===== config.mk =====
export PLATFORM = sky130hd
export DESIGN_NAME = mem_data_arbiter
export DESIGN_NICKNAME = d
export VERILOG_FILES = /design/src/rtl/mem_data_arbiter.sv
export SDC_FILE = /design/constraint.sdc
export NUM_CORES = 1
export LEC_CHECK = 0
export CAP_MARGIN = 0
export CORE_MARGIN = 1
export CORE_UTILIZATION = 35
export CTS_BUF_LIST = sky130_fd_sc_hd__clkbuf_8 sky130_fd_sc_hd__clkbuf_16
export DETAILED_ROUTE_END_ITERATION = 10
export HOLD_SLACK_MARGIN = 0.06
export MAX_ROUTING_LAYER = met4
export PLACE_DENSITY = 0.81
export SLEW_MARGIN = 5
export SYNTH_ARGS = -nofsm -noshare
export SYNTH_HDL_FRONTEND = slang
export SYNTH_SLANG_ARGS = --single-unit

===== constraint.sdc =====
create_clock -name Clock_in -period 2.39 [get_ports Clock_in]
set_clock_uncertainty 0.05 [all_clocks]
set_input_delay 0.478 -clock Clock_in [delete_from_list [all_inputs] [get_ports Clock_in]]
set_output_delay 0.478 -clock Clock_in [all_outputs]
set_load 0.02 [all_outputs]

===== src/rtl/mem_data_arbiter.sv =====
// Two-port arbiter in front of the single-port data memory.
// The MEM stage (CPU) and an auxiliary loader/debug port share one memory.
// Writes complete in their issue cycle. Reads walk IDLE -> RD_WAIT -> RESP.
// A starvation counter guarantees the aux port a slot under continuous CPU traffic.
module mem_data_arbiter #(
  parameter int ADDR_W       = 10,
  parameter int DATA_W       = 32,
  parameter int READ_LATENCY = 1,
  parameter int MAX_WAIT     = 4
) (
  input  logic              Clock_in,
  input  logic              Reset_in,
  input  logic              cpu_req,
  input  logic              cpu_we,
  input  logic [31:0]       cpu_addr,
  input  logic [DATA_W-1:0] cpu_wdata,
  output logic              cpu_stall,
  output logic [DATA_W-1:0] cpu_rdata,
  output logic              cpu_rvalid,
  input  logic              aux_req,
  input  logic              aux_we,
  input  logic [31:0]       aux_addr,
  input  logic [DATA_W-1:0] aux_wdata,
  output logic              aux_gnt,
  output logic [DATA_W-1:0] aux_rdata,
  output logic              aux_rvalid,
  output logic              mem_we,
  output logic [ADDR_W-1:0] mem_addr,
  output logic [DATA_W-1:0] mem_data,
  input  logic [DATA_W-1:0] mem_q
);

  typedef enum logic [1:0] {IDLE, RD_WAIT, RESP} state_t;

  localparam logic       OWN_CPU  = 1'b0;
  localparam logic       OWN_AUX  = 1'b1;
  localparam logic [1:0] LAT_INIT = 2'(READ_LATENCY - 1);
  localparam logic [3:0] MAX_CNT  = 4'(MAX_WAIT);

  state_t              state, state_d;
  logic                owner;
  logic [ADDR_W-1:0]   addr_q;
  logic [1:0]          lat_cnt;
  logic [3:0]          starve_cnt;

  logic                aux_win, cpu_win, issue, rd_issue, capture;
  logic                win_we;
  logic [ADDR_W-1:0]   win_addr;
  logic [DATA_W-1:0]   win_wdata;

  // Only the word-address bits reach the memory; the upper address bits are dropped.
  logic unused_addr_bits;
  assign unused_addr_bits = ^{cpu_addr[31:ADDR_W], aux_addr[31:ADDR_W]};

  // Arbitration: aux wins when CPU is idle or aux has waited MAX_WAIT CPU issues.
  always_comb begin
    aux_win   = 1'b0;
    cpu_win   = 1'b0;
    if (state == IDLE) begin
      aux_win = aux_req && (!cpu_req || (starve_cnt == MAX_CNT));
      cpu_win = cpu_req && !aux_win;
    end
    issue     = aux_win || cpu_win;
    win_we    = aux_win ? aux_we : cpu_we;
    win_addr  = aux_win ? aux_addr[ADDR_W-1:0] : cpu_addr[ADDR_W-1:0];
    win_wdata = aux_win ? aux_wdata : cpu_wdata;
    rd_issue  = issue && !win_we;
    capture   = (state == RD_WAIT) && (lat_cnt == 2'd0);
  end

  // State register.
  always_ff @(posedge Clock_in) begin
    if (Reset_in) state <= IDLE;
    else          state <= state_d;
  end

  // Next state: only reads leave IDLE; RESP always lasts exactly one cycle.
  always_comb begin
    state_d = state;
    case (state)
      IDLE:    if (rd_issue) state_d = RD_WAIT;
      RD_WAIT: if (lat_cnt == 2'd0) state_d = RESP;
      RESP:    state_d = IDLE;
      default: state_d = IDLE;
    endcase
  end

  // Memory-side outputs and handshakes; the latched address is held whenever nothing issues.
  always_comb begin
    mem_we    = 1'b0;
    mem_addr  = addr_q;
    mem_data  = '0;
    aux_gnt   = 1'b0;
    if (issue) begin
      mem_we   = win_we;
      mem_addr = win_addr;
      mem_data = win_wdata;
      aux_gnt  = aux_win;
    end
    cpu_stall = cpu_req && !((cpu_win && cpu_we) ||
                             ((state == RESP) && (owner == OWN_CPU)));
  end

  // Read bookkeeping (owner, address, latency count) and the starvation counter.
  always_ff @(posedge Clock_in) begin
    if (Reset_in) begin
      owner      <= OWN_CPU;
      addr_q     <= '0;
      lat_cnt    <= 2'd0;
      starve_cnt <= 4'd0;
    end else begin
      if (rd_issue) begin
        owner   <= aux_win ? OWN_AUX : OWN_CPU;
        addr_q  <= win_addr;
        lat_cnt <= LAT_INIT;
      end else if ((state == RD_WAIT) && (lat_cnt != 2'd0)) begin
        lat_cnt <= lat_cnt - 2'd1;
      end
      if (state == IDLE) begin
        if (aux_win || !aux_req)
          starve_cnt <= 4'd0;
        else if (cpu_win && (starve_cnt != MAX_CNT))
          starve_cnt <= starve_cnt + 4'd1;
      end
    end
  end

  // Read-data capture into the owner's register; rvalid pulses in the RESP cycle.
  always_ff @(posedge Clock_in) begin
    if (Reset_in) begin
      cpu_rdata  <= '0;
      aux_rdata  <= '0;
      cpu_rvalid <= 1'b0;
      aux_rvalid <= 1'b0;
    end else begin
      cpu_rvalid <= capture && (owner == OWN_CPU);
      aux_rvalid <= capture && (owner == OWN_AUX);
      if (capture && (owner == OWN_CPU)) cpu_rdata <= mem_q;
      if (capture && (owner == OWN_AUX)) aux_rdata <= mem_q;
    end
  end

endmodule

Word-level counts from Yosys, hierarchy flattened
Cells that the tools add are included.
{"block": "totals", "register_bits": 85, "in_bits": 166, "out_inout_bits": 111, "wordCells": 60}
{"block": "classes", "n_addsub": 2, "eq_ne": 6, "mux": 15, "bitwise": 1, "reduce_logical": 27}
{"op": "32-bit two-way mux", "count": 2}
{"op": "10-bit two-way mux", "count": 2}
{"op": "1-bit logical AND", "count": 11}
{"op": "4-bit two-way mux", "count": 2}
{"op": "1-bit two-way mux", "count": 6}
{"op": "1-bit logical NOT", "count": 5}
{"op": "4-bit by 1-bit adder with 4-bit output, second input constant", "count": 1}
{"op": "4-bit by 3-bit equality test with 1-bit output, second input constant", "count": 1}
{"op": "2-bit logical NOT", "count": 2}
{"op": "1-bit logical OR", "count": 4}
{"op": "2-bit two-way mux", "count": 2}
{"op": "4-bit by 3-bit inequality test with 1-bit output, second input constant", "count": 1}
{"op": "2-bit one-hot mux with 2 select lines", "count": 1}
{"op": "2-bit AND reduction", "count": 2}
{"op": "2-bit nonzero test", "count": 2}
{"op": "2-bit by 1-bit equality test with 1-bit output, second input constant", "count": 1}
{"op": "2-bit equality test, second input constant", "count": 1}
{"op": "2-bit by 1-bit inequality test with 1-bit output, second input constant", "count": 1}
{"op": "2-bit inequality test, second input constant", "count": 1}
{"op": "2-bit OR reduction", "count": 1}
{"op": "2-bit by 1-bit subtractor with 2-bit output, second input constant", "count": 1}
{"op": "1-bit inverter", "count": 1}

Longest topological paths before layout
{"block": "logic_depth", "depth_word": 10, "ltp_mapped": 9, "depth_no_buf": 7}

Worst setup path after synthesis
Ideal clock, no wire load.
{"block": "synth_path", "path_kind": "input port to output port", "startpoint": "input aux_req", "endpoint": "output mem_data[16]", "t_arrival_ps": 1810, "setup_slack_ps": 52, "cell_stages": 7, "path_buffers": 2, "cell_sequence": "or3b_1 > a21o_1 > buf_6 > inv_2 > buf_4 > nand2_1 > a21oi_1"}
{"block": "synth_between", "elab_chain_cells": 6, "word_cells_on_any_way": 8}
{"item": "start, declared", "line_no": "20", "text": "input logic aux_req,"}
{"item": "1-bit logical AND *", "line_no": "60", "text": "aux_win = aux_req && (!cpu_req || (starve_cnt == MAX_CNT));"}
{"item": "1-bit logical NOT", "line_no": "61", "text": "cpu_win = cpu_req && !aux_win;"}
{"item": "1-bit logical AND", "line_no": "61"}
{"item": "1-bit two-way mux", "line_no": "59", "text": "if (state == IDLE) begin"}
{"item": "1-bit logical OR", "line_no": "63", "text": "issue = aux_win || cpu_win;"}
{"item": "32-bit two-way mux *", "line_no": "94", "text": "if (issue) begin"}
{"item": "end, declared", "line_no": "29", "text": "output logic [DATA_W-1:0] mem_data,"}
Mark *: on every way between the ends. The rest lies on a longest branch, timed or not.

Worst setup path after layout
{"block": "layout_path", "startpoint": "input aux_req", "endpoint": "output mem_data[0]"}
The elaborated chain is that of the path after synthesis.

==> flow_summary.ini <==
[yosys]
synth_warnings = 0
ys_seq_area_frac = 0.442
async_flop_share = 0
netlist_area_mm2 = 0.00385
synth_common_cells = 206 x nand2_1, 101 x a21oi_1, 85 x dfxtp_1, 25 x clkbuf_1, 18 x nor2_1
synthFlopType = dfxtp_1
synth_top_area_share = 0.442
avgSynthCellArea_um2 = 7.36
ys_ff_latch = 85
synth-edff-count = 0
synth_top_area_cell = dfxtp_1
yosysMostFrequentCell = nand2_1
ys_top_cells_by_area = dfxtp_1 44%, nand2_1 20%, a21oi_1 13%
synth_fp_nets = 692
yosys.cell_types.count = 38
syn_inst = 523

[power]
irDropWorstVdd_mv = 0.497
power_density_mw_per_mm2 = 516
p_leak_nw = 2.76
power_mw = 3.76

[floorplan]
initial_core_util = 0.366
die_y_um = 107
core-area_mm2 = 0.0105
die_area_mm2 = 0.0114
row_count = 37
die-width_um = 107
boundaryPins = 277

[routing]
drcViolationCount = 0
ant_nets = 0
vias = 4710
routedWlPerCell_um = 17.8
wl_mm = 16.2
vias_per_cell = 5.15
drtPass1Iterations = 5
drt_iter0_markers = 286

[run]
maxCapViolCount = 0

[timing]
drv_slew = 0
holdWs_ps = 409
tns_ps = -3400
min_period_ps = 2560
tightestPinTransition_ps = 833
final_hold_viol_count = 0
setup_viol = 43
setup_slack_ps = -166
max_freq_mhz = 391
rsz0062_at_grt = yes
slew-limit-headroom = 0.445
fin_crit_sh = 1.07

[global_routing]
grtUsageTotal = 0.269
met2_usage = 0.468
grt_busiest_layer = met2
first_global_vias = 4680
overflow = 0
use_met3 = 0.0650
met1_usage = 0.267
grt_pass1_wl_mm = 23.1
antenna_found_initial = 0
grt_max_degree = 50

[run_status]
status = complete, but fails checks
violations = setup timing

[cts]
path_clk_slew_ps = 90
cts.path.max_buffers = 2
cts_tree = yes
clock-sinks = 85
ctsHtreeMaxLevel = 3
clkLatencyLatePin_ps = 340
root_buffer = clkbuf_8
cts_buffers = 9

[worst_setup_path]
rrSetupSlack_ps = 380
required_ps = 1860
arrival_ps = 2030
cp_common_cell = buf_4
cp_slowest_stage_delay_ps = 400
critical_path.cell_chain = clkdlybuf4s15_1 -> or3b_4 -> a21o_4 -> inv_8 -> buf_12 -> buf_4 -> nand2_1 -> a21oi_1 -> buf_4
end_kind = output port
path_max_fanout = 5
startpoint_type = primary input
cp_slowest_cell = or3b_4
critical_path_class = primary input to output port

[placed_design]
routabilityCongestion = 0.863
placed_cell_area_mm2 = 0.00647
port-buffer-count = 232
dp_hpwl_mm = 10.7

[finish]
drive_above_1_share = 0.261
multi_input_area_mm2 = 0.00236
design_area_mm2 = 0.00727
seq_area_mm2 = 0.00171
syn2layout_area_growth_pct = 89.1
finish.utilization = 0.692
num_antenna_cells = 0
fillers = 765
nets = 942

[hold_path]
hp-class = register to register
[area by class of cell]
cell class,count,area share
flip-flops and latches,85,0.235
well taps,136,0.0234
clock inverters,7,0.0110
repair buffers,278,0.385
inverters,7,0.00464
multi-input cells,392,0.324
clock buffers,9,0.0170
[cell families after synthesis]
| family | after synthesis | share of synthesized area |
|---|---|---|
| AO/OA/AOI/OAI | 133 | 0.209 |
| XOR/XNOR | 1 | 0.00228 |
| buffers and inverters | 46 | 0.0569 |
| AND/OR/NAND/NOR | 245 | 0.254 |
| adder cells (fa/ha/maj) | 3 | 0.00976 |
| multiplexers | 10 | 0.0260 |
| flip-flops | 85 | 0.442 |
[path summary, 6_finish.rpt]
| path | cells after the start | from | end |
|---|---|---|---|
| setup / recovery | 9 | aux_req | mem_data[0] |
| hold / removal | 2 | cpu_rdata[10]$_SDFFE_PP0P_ | cpu_rdata[10]$_SDFFE_PP0P_ |
| setup reg to reg | 7 | starve_cnt[1]$_SDFFE_PP0P_ | addr_q[9]$_SDFFE_PP0P_ |
| hold reg to reg | 2 | cpu_rdata[10]$_SDFFE_PP0P_ | cpu_rdata[10]$_SDFFE_PP0P_ |
[per-stage QoR]
stage               instances  worst slack (ps)
finish                    914              -166
global route              914              -255
CTS                       913              -122
detailed placement        889              -932
global placement          889              -924
floorplan                 523              51.9
[cell usage in the layout (no fill, tap or decap), types with 5 or more instances in the layout]
cell type,count
nand2_2,11
nand2_1,174
buf_12,6
nor2_1,16
a21oi_2,25
a221oi_2,9
buf_6,23
nand2_4,21
buf_4,53
clkdlybuf4s50_1,184
clkbuf_8,9
o21ai_1,10
a21oi_1,72
nor3_1,5
dfxtp_1,81
[power by group]
part / internal [mW] / switching, mW / leakage [nW] / total [mW]
logic: 0.595 / 0.614 / 1.97 / 1.21
registers: 1.47 / 0.0256 / 0.691 / 1.49
clock network: 0.500 / 0.555 / 0.103 / 1.06
total: 2.56 / 1.20 / 2.76 / 3.76
[timing repair]
item                       CTS  global route
cloned                       4             1
buffers inserted             4             1
pin swaps                   14            31
resized for setup          267            87
setup endpoints to repair   45            45
hold buffers                 0             0
[flip-flops by register name, summed over array words and instances, names as in the netlist]
signal,cells
lat_cnt,2
aux_rdata,32
aux_rvalid,1
cpu_rvalid,1
starve_cnt,4
owner,1
addr_q,10
state,2
cpu_rdata,32
[layer usage]
metal  share of wire  up-vias
li1                -     2239
met1            0.36     2195
met2            0.51      227
met3           0.080       49
met4           0.057        0
met5               0        -
[worst max-delay path, delay by kind of cell]
kind	cells	cell delay, ps
buffers and inverters	5	690
AO/OA/AOI/OAI	2	390
AND/OR/NAND/NOR	2	460
(Power assumes the default switching activity.)
